**src/rtl/program_counter_unit.sv**
```systemverilog
// Program counter with branch/jump/ROM-bank selection, input-wait handshake and halt.
// Optional macro CONFIRM_DEBOUNCE_EN adds a level debouncer on the synchronised confirm button.
module program_counter_unit #(
  parameter int ADDR_W          = 10,
  parameter int DEBOUNCE_CYCLES = 16
) (
  input  logic              clock,
  input  logic              reset_n,
  input  logic [1:0]        Jump,
  input  logic              Branch,
  input  logic              zero,
  input  logic              halt,
  input  logic              input_flag,
  input  logic              confirm,
  input  logic [15:0]       imm,
  input  logic [25:0]       jump_target,
  input  logic [31:0]       reg_value,
  output logic [ADDR_W-1:0] pc,
  output logic [ADDR_W-1:0] pc_plus1,
  output logic              stall,
  output logic              input_ready,
  output logic              halted,
  output logic [1:0]        rom_sel
);

  typedef enum logic [1:0] {RUN = 2'd0, WAIT_IN = 2'd1, HALTED = 2'd2} state_t;

  state_t            state_q, state_d;
  logic [ADDR_W-1:0] pc_q, pc_d;
  logic [1:0]        rom_sel_q, rom_sel_d;
  logic [1:0]        sync_q;
  logic              level_prev_q;
  logic              edge_q;
  logic              conf_level;
  logic [ADDR_W-1:0] br_target;

  assign pc_plus1  = pc_q + ADDR_W'(1);
  assign br_target = ADDR_W'(32'(pc_plus1) + {{16{imm[15]}}, imm});
  assign pc        = pc_q;
  assign rom_sel   = rom_sel_q;

  always_ff @(posedge clock or negedge reset_n) begin
    if (!reset_n) begin
      sync_q <= '0;
    end else begin
      sync_q <= {sync_q[0], confirm};
    end
  end

`ifdef CONFIRM_DEBOUNCE_EN
  localparam int CNT_W = $clog2(DEBOUNCE_CYCLES + 1);

  logic [CNT_W-1:0] deb_cnt_q, deb_cnt_d;
  logic             deb_level_q, deb_level_d;

  // Count consecutive cycles the synchronised input disagrees with the accepted level.
  always_comb begin
    deb_cnt_d   = '0;
    deb_level_d = deb_level_q;
    if (sync_q[1] != deb_level_q) begin
      if (deb_cnt_q == CNT_W'(DEBOUNCE_CYCLES - 1)) begin
        deb_level_d = sync_q[1];
      end else begin
        deb_cnt_d = deb_cnt_q + CNT_W'(1);
      end
    end
  end

  always_ff @(posedge clock or negedge reset_n) begin
    if (!reset_n) begin
      deb_cnt_q   <= '0;
      deb_level_q <= 1'b0;
    end else begin
      deb_cnt_q   <= deb_cnt_d;
      deb_level_q <= deb_level_d;
    end
  end

  assign conf_level = deb_level_q;
`else
  logic unused_param;
  assign unused_param = (DEBOUNCE_CYCLES > 0);
  assign conf_level   = sync_q[1];
`endif

  // Registered rising-edge pulse; a level already high when WAIT_IN starts produces no pulse.
  always_ff @(posedge clock or negedge reset_n) begin
    if (!reset_n) begin
      level_prev_q <= 1'b0;
      edge_q       <= 1'b0;
    end else begin
      level_prev_q <= conf_level;
      edge_q       <= conf_level & ~level_prev_q;
    end
  end

  always_ff @(posedge clock or negedge reset_n) begin
    if (!reset_n) begin
      state_q   <= RUN;
      pc_q      <= '0;
      rom_sel_q <= '0;
    end else begin
      state_q   <= state_d;
      pc_q      <= pc_d;
      rom_sel_q <= rom_sel_d;
    end
  end

  always_comb begin
    state_d   = state_q;
    pc_d      = pc_q;
    rom_sel_d = rom_sel_q;
    case (state_q)
      RUN: begin
        if (halt) begin
          state_d = HALTED;
        end else if (input_flag) begin
          state_d = WAIT_IN;
        end else begin
          case (Jump)
            2'b11: begin
              pc_d      = '0;
              rom_sel_d = reg_value[1:0];
            end
            2'b10:   pc_d = ADDR_W'(reg_value);
            2'b01:   pc_d = ADDR_W'(jump_target);
            default: pc_d = (Branch && zero) ? br_target : pc_plus1;
          endcase
        end
      end
      WAIT_IN: begin
        if (edge_q) begin
          state_d = RUN;
          pc_d    = pc_plus1;
        end
      end
      HALTED:  state_d = HALTED;
      default: state_d = RUN;
    endcase
  end

  always_comb begin
    stall       = 1'b0;
    halted      = 1'b0;
    input_ready = 1'b0;
    case (state_q)
      WAIT_IN: begin
        stall       = 1'b1;
        input_ready = edge_q;
      end
      HALTED: begin
        stall  = 1'b1;
        halted = 1'b1;
      end
      default: ;
    endcase
  end

endmodule
```
**config.mk**
```make
export PLATFORM = sky130hd
export DESIGN_NAME = program_counter_unit
export DESIGN_NICKNAME = d
export VERILOG_FILES = /design/src/rtl/program_counter_unit.sv
export SDC_FILE = /design/constraint.sdc
export NUM_CORES = 1
export LEC_CHECK = 0
export CORE_UTILIZATION = 40
export DETAILED_ROUTE_END_ITERATION = 10
export HOLD_SLACK_MARGIN = 0.03
export PLACE_DENSITY = 0.95
export SLEW_MARGIN = 20
export SYNTH_ARGS = -nofsm -noshare
export SYNTH_HDL_FRONTEND = slang
export SYNTH_SLANG_ARGS = --single-unit
```
**constraint.sdc**
```tcl
create_clock -name clock -period 4.8 [get_ports clock]
set_input_delay 0.96 -clock clock [delete_from_list [all_inputs] [get_ports clock]]
set_output_delay 0.96 -clock clock [all_outputs]
set_load 0.02 [all_outputs]
```
Word level (Yosys, flattened, before mapping). Index checks and enable logic that the tools add are counted. Widths: inputs -> output; s select.

Input port bits: 83. Output and inout port bits: 25. Register bits: 18.

Equality and inequality tests: 9. Mux-type cells: 13. Reductions and logical operators: 7. Bitwise logic cells: 4. Add/subtract/negate cells: 2.

Operators with widths (count): $mux 10 (4); $pmux 10 s3 (1); $pmux 10 s2 (1); $add 10x1->10 const B (1); $add 10x10->10 (1); $reduce_and 4->1 (2); $eq 2x2->1 const B (3); $mux 2 (3); $ne 2x2->1 const B (3); $pmux 2 s3 (1); $eq 2x1->1 const B (2); $mux 1 (3); $ne 3x3->1 const B (1); $not 1->1 (3); $logic_not 2->1 (1); $reduce_and 2->1 (1); $reduce_bool 2->1 (1); $reduce_or 2->1 (1); $and 1x1->1 (1); $logic_and 1x1->1 (1).

Logic depth before layout (Yosys ltp). Gate-level depths: netlist (run 1).

Depth in word-level cells: 7. Mapped depth: 11. Depth with buffers taken out: 11.

Least setup slack after synthesis (run 1). OpenSTA, ideal clock, no wires.

Path type: register to register. From: register pc_q[0], in the netlist pc[0]. To: register pc_q[9], in the netlist pc[9]. Arrival: 3.028 ns. Data required time: 4.680 ns. Path slack: 1.651 ns. Cell stages (with the launch flop): 12. Path through: dfrtp_1 > ha_1 > and3_2 > nand3_1 > xnor2_1 > ha_1 > a21oi_1 > o21ai_0 > a221o_1 > a211oi_2 > a21oi_1 > a41o_1.

Word-level cells in the longest chain between the ends: 7. Elaborated cells on any way between the ends: 8.

RTL lines: from (decl) (line 29) `logic [ADDR_W-1:0] pc_q, pc_d;`; from (signal assigned) (line 104) `pc_q <= pc_d;`; $add 10x1->10 (line 37) `assign pc_plus1 = pc_q + ADDR_W'(1);`; net pc_plus1[6] (line 19) `output logic [ADDR_W-1:0] pc_plus1,`; $add 10x10->10 (line 38) `assign br_target = ADDR_W'(32'(pc_plus1) + {{16{imm[15]}}, imm});`; $mux 10 (line 127) `default: pc_d = (Branch && zero) ? br_target : pc_plus1;`; $pmux 10 s3 (line 120) `case (Jump)`; $mux 10 (line 117) `end else if (input_flag) begin`; $mux 10 (line 115) `if (halt) begin`; $pmux 10 s2 (line 113) `case (state_q)`.

The timed path passes the listed nets, and every way through them passes these cells. The select of a mux whose other input is x is not followed. A chain may end at the register's enable or synchronous reset.

Final worst setup path (run 1).
From: register pc_q[0], in the netlist pc[0]. To: output pc_plus1[6].

Word-level cells in the longest chain between the ends: 1.

RTL lines (line): $add 10x1->10 (37); to (decl) (19).

No other way between the ends.

==> metrics, run 1 <==
post-DP HPWL 3970 um; Worst setup SP type register; Unique masters post-synth 51; CP max FO 8; CTS Sinks 18; Cell Pwr Density 570.1 nW/um2; Max Freq 292.5 MHz; syn_nets 302; CP top delay family buffers and inverters; routability-driven placement congestion ratio 0.9218; Leakage 1.010 nW; # setup viols final 0; Fin. Hold Viols 0; first-pass GRT wire length 7955 um; initial antenna violation count 0; clock tree buffer depth 2; 1st-iter DRT viols 175; Final Util 60.07%; Min-Delay Path Class reg2reg; Die Y 67.42 um; setup TNS 0 ps; Vias per Instance 6.006; crit end category output pin; worst path cell trace ha_1 -> and3_2 -> nand3_1 -> xnor2_1 -> clkdlybuf4s50_1; Critical Path AT 2460 ps; clock-pin slew on the worst setup and hold paths 70 ps; Core ar. 4058 um2; Post-CTS Resized 0; worst skew pair latency 260 ps; total congestion overflow 0; number of flops mapped to enable cells by yosys 0; TritonRoute pass-1 iters 5; sequential element share of the synthesized area 26.32%; share of cells above drive strength 1 4.135%; Layout area overhead 42.40%; FP Rows 23; Final Net Count 364; Crit path buffers/inverters 1; diode count 0; Post-synth ARST share 100.0%; min Tclk post-route 3419 ps; Crit Path Class reg2out; Final Skew 7.391 ps; synthesized area 1712 um2; port bufs 63; vias in the first global route 1778; Die Width 67.42 um; leading cell types in the layout, fill and taps excluded clkdlybuf4s50_1, a21oi_1, dfrtp_1, nand2_1; largest net degree at the start of global routing 19; post-CTS setup buffers 0; Yosys reg bits 18; syn_area_per_cell 8.349 um2; Die ar. 4545 um2; CTS tree yes; post-synthesis cell count 205; CTS root buf clkbuf_8; period utilization 71.22%; Primary FF master, synth dfrtp_1; CP max stage cell clkdlybuf4s50_1; H-Tree Level Count 1; DRC Markers 0; most common library cell in the layout ignoring fill and taps clkdlybuf4s50_1; worst IR drop on VDD 429.4 uV; CTS buffer count 3; RSZ-0062 raised after global routing false; final slew viol count 0; post-detailed-route count of antenna-violating nets 0; hold buffer count at cts 0; Max Cap Viol 0; via count 1898; Worst path max stage delay 690 ps; status completed; slew of the pin with the lowest slew margin 856.0 ps; Post-Route WL 4983 um; GRT Total Usage 23.26%; WL/cell 15.77 um; Worst EP required 3840 ps; Ports 108; Slew HR 42.75%; Initial Util 42.18%; Ys Warns 0
## layer usage
layer	vias up	wire, um	track usage (%)
met5	-	0	0
met4	0	87	6.117
met3	10	358	3.547
met2	98	2399	39.50
met1	900	2137	30.50
li1	890	-	-
## area by class of cell
type	count	area, um2
well taps	50	62.56
repair buffers	63	630.6
clock buffers	4	55.05
fillers	334	1620
inverters	12	45.04
flip-flops and latches	18	450.4
multi-input cells	169	1194
## final timing paths
kind,slack (ps),end,from,cells after the start
worst max-delay path,1380,pc_plus1[6],pc[0]$_DFFE_PN0P_,5
max in group asynchronous,3080,pc[0]$_DFFE_PN0P_,reset_n,1
worst min-delay path,350,sync_q[1]$_DFF_PN0_,sync_q[0]$_DFF_PN0_,0
worst max register to register,1650,pc[9]$_DFFE_PN0P_,pc[0]$_DFFE_PN0P_,11
min in group asynchronous,1180,rom_sel[0]$_DFFE_PN0P_,reset_n,1
worst min register to register,350,sync_q[1]$_DFF_PN0_,sync_q[0]$_DFF_PN0_,0
## report_power, final
| group | internal (mW) | switching (mW) |
|---|---|---|
| clock | 0.0730 | 0.0560 |
| combinational | 0.454 | 0.513 |
| sequential | 0.208 | 0.0862 |
## registers in the layout, indices dropped and copies added, names as in the netlist
name,count
pc,10
state_q,2
sync_q,2
rom_sel,2
level_prev_q,1
edge_q,1
## cell families after synthesis
kind of cell | Yosys count | share of synthesized area (%)
AO/OA/AOI/OAI | 74 | 29.46
AND/OR/NAND/NOR | 64 | 20.40
buffers and inverters | 18 | 3.947
XOR/XNOR | 12 | 6.140
flip-flops | 18 | 26.32
multiplexers | 5 | 3.070
adder cells (fa/ha/maj) | 14 | 10.67
## metrics by stage
step	total power [mW]	worst slack [ps]	instances	hold WS, ps	instance area (um2)
after global placement	1.223	1454	312	331.8	2382
final	1.390	1381	316	349.1	2437
after global routing	1.484	1219	316	372.0	2437
after floorplan	0.8812	1651	205	331.2	1712
after detailed placement	1.254	1419	312	334.7	2382
after CTS	1.385	1405	316	351.0	2437
## cell usage after synthesis, types with 3 or more instances
cell	number	area, um2
a21oi_1	18	90.09
dfrtp_1	18	450.4
nand2_1	16	60.06
ha_1	13	162.7
o21ai_0	13	65.06
inv_1	12	45.04
nor2_1	8	30.03
nor2b_1	7	43.79
clkbuf_1	6	22.52
xnor2_1	6	52.55
xor2_1	6	52.55
nand2b_1	5	31.28
a21o_1	4	30.03
and2_1	4	25.02
nand3_1	4	20.02
nor3_1	4	20.02
nor3b_1	4	30.03
o21a_1	4	30.03
a211oi_1	3	22.52
a22o_1	3	26.28
a22oi_1	3	22.52
and3_1	3	18.77
mux2i_1	3	30.03
o22ai_1	3	18.77
Note: power is estimated with default switching activity, not from simulation.
==> inputs of run 2 (changes only) <==
Settings changed: CORE_UTILIZATION 40 to 34, PLACE_DENSITY 0.95 to 0.9.
Clock period 4.8 ns to 2.82 ns, I/O delays scaled along.
==> metrics, run 2 (same netlist as run 1, synthesis figures left out) <==
WL/cell 15.76 um (about the same); Largest register FFs 10 (unchanged); CTS buffer count 3 (unchanged); Crit path buffers/inverters 2 (+1); vias in the first global route 1872 (+5.3%); Final Non-Filler Cells 350 (+11%); clock tree buffer depth 2 (unchanged); Crit Path Class reg2out; Ports 108 (unchanged); total congestion overflow 0 (unchanged); Max Cap Viol 0 (unchanged); Crit Reg-Reg Startpoint pc[0]$_DFFE_PN0P_; Core ar. 4786 um2 (+18%); hold buffer count at cts 0 (unchanged); cell area after layout 2675 um2 (+9.8%); Die ar. 5322 um2 (+17%); largest net degree at the start of global routing 19 (unchanged); Hold Path Sink sync_q[1]$_DFF_PN0_; initial antenna violation count 0 (unchanged); slew of the pin with the lowest slew margin 841.5 ps (-14.55 ps); most common library cell in the layout ignoring fill and taps clkdlybuf4s50_1; TritonRoute pass-1 iters 5 (unchanged); worst skew pair latency 250 ps (about the same); FP Rows 25 (+8.7%); first-pass GRT wire length 8666 um (+8.9%); Leakage 1.137 nW (+13%); CP max stage cell clkdlybuf4s50_1; # setup viols final 0 (unchanged); Worst setup SP type register; diode count 0 (unchanged); placed cells 344 (+10%); Final Skew 3.222 ps (-4.169 ps); CTS root buf clkbuf_8; pre-CTS setup slack -86.61 ps (-1505 ps); port bufs 63 (unchanged); DRC Markers 0 (unchanged); post-detailed-route count of antenna-violating nets 0 (unchanged); 1st-iter DRT viols 161 (-8.0%); status completed; Initial Util 35.76% (-6.4 points); Worst path max stage delay 590 ps (-100 ps); share of cells above drive strength 1 14.13% (+10 points); post-route setup slack 133.2 ps (-1248 ps); Critical Path AT 2120 ps (-340 ps); Cell Pwr Density 982.3 nW/um2 (+72%); worst hold start sync_q[0]$_DFF_PN0_; CTS tree yes; Min-Delay Path Class reg2reg; leading cell types in the layout, fill and taps excluded clkdlybuf4s50_1, buf_4, nand2_1, a21oi_1, dfrtp_1; Max Freq 372.2 MHz; worst path cell trace ha_4 -> and3_2 -> xor2_1 -> buf_4 -> clkdlybuf4s50_1; overall power 2.628 mW (+89%); Final Net Count 381 (+4.7%); Vias per Instance 5.589 (-7.0%); Post-Route WL 5516 um (+11%); Area after DPL 2570 um2 (+7.9%); worst IR drop on VDD 428.8 uV (-0.16%); final slew viol count 0 (unchanged); period utilization 95.28%; Slew HR 43.73% (+0.97 points); Die Y 72.95 um (+8.2%); CP max FO 4 (-4); Layout area overhead 56.29%; Fin. Hold Viols 0 (unchanged); GRT Total Usage 20.77% (-2.5 points); R2R depth 11 (unchanged); crit end category output pin; CP top delay family buffers and inverters; worst reg-to-reg setup slack 140 ps (-1510 ps); clock-pin slew on the worst setup and hold paths 70 ps (about the same); Final Util 55.90% (-4.2 points); CTS Sinks 18 (unchanged); Hold Slack 367.3 ps (+18.15 ps); hold path cells 0 (unchanged); Die Width 72.95 um (+8.2%); R2R Path End pc[7]$_DFFE_PN0P_; Worst EP required 2260 ps (-1580 ps); min Tclk post-route 2687 ps; via count 1956 (+3.1%); setup TNS 0 ps (unchanged); routability-driven placement congestion ratio 0.8801 (-4.5%); H-Tree Level Count 1 (unchanged); post-DP HPWL 4343 um (+9.4%)
run 2: cell count changes in the layout (fill, tap and decap cells not counted), sizes merged:
cell,previous run,this run
dlygate4sd2,0,1
clkdlybuf4s50,63,60
dlymetal6s2s,0,2
buf,0,17
run 2: worst reg2reg max path: cells and delay by family, from the launching register on:
family,cells,cell delay (ps)
buf+inv,2,270
flops,1,420
simple gates,2,450
fa+ha+maj,1,350
xor+xnor,1,210
compound gates,5,850
run 2: final cells by class:
cell class / count / area (um2)
tap: 67 / 83.83
timing repair buffer: 80 / 762.0
inverter: 12 / 45.04
fill: 425 / 2111
sequential: 18 / 454.2
clock buffer: 4 / 55.05
multi-input combinational: 169 / 1275
run 2: per-layer routing:
metal  vias up  part of all wire (%)  track usage, %
met5         -                     0               0
met1       929                    43           28.35
li1        927                     -               -
met2        92                    48           36.03
met3         8                   7.4           2.210
met4         0                   1.1           3.268
run 2: power by group:
| group | switching, mW | internal [mW] |
|---|---|---|
| clock network | 0.0861 | 0.124 |
| registers | 0.135 | 0.358 |
| logic | 0.982 | 0.943 |
run 2: how the worst max path moves through the flow:
stage	start	end	depth (start not counted)
floorplan	pc[0]$_DFFE_PN0P_	pc[9]$_DFFE_PN0P_	11
global placement	imm[0]	pc[8]$_DFFE_PN0P_	9
detailed placement	imm[0]	pc[8]$_DFFE_PN0P_	9
CTS	pc[1]$_DFFE_PN0P_	pc_plus1[8]	6
global route	pc[1]$_DFFE_PN0P_	pc[9]$_DFFE_PN0P_	11
finish	pc[1]$_DFFE_PN0P_	pc_plus1[4]	5
run 2: repair_timing:
item / CTS / global route
resized for setup: 2 / 8
setup endpoints to repair: 2 / 5
buffers inserted: 0 / 2
pin swaps: 0 / 1
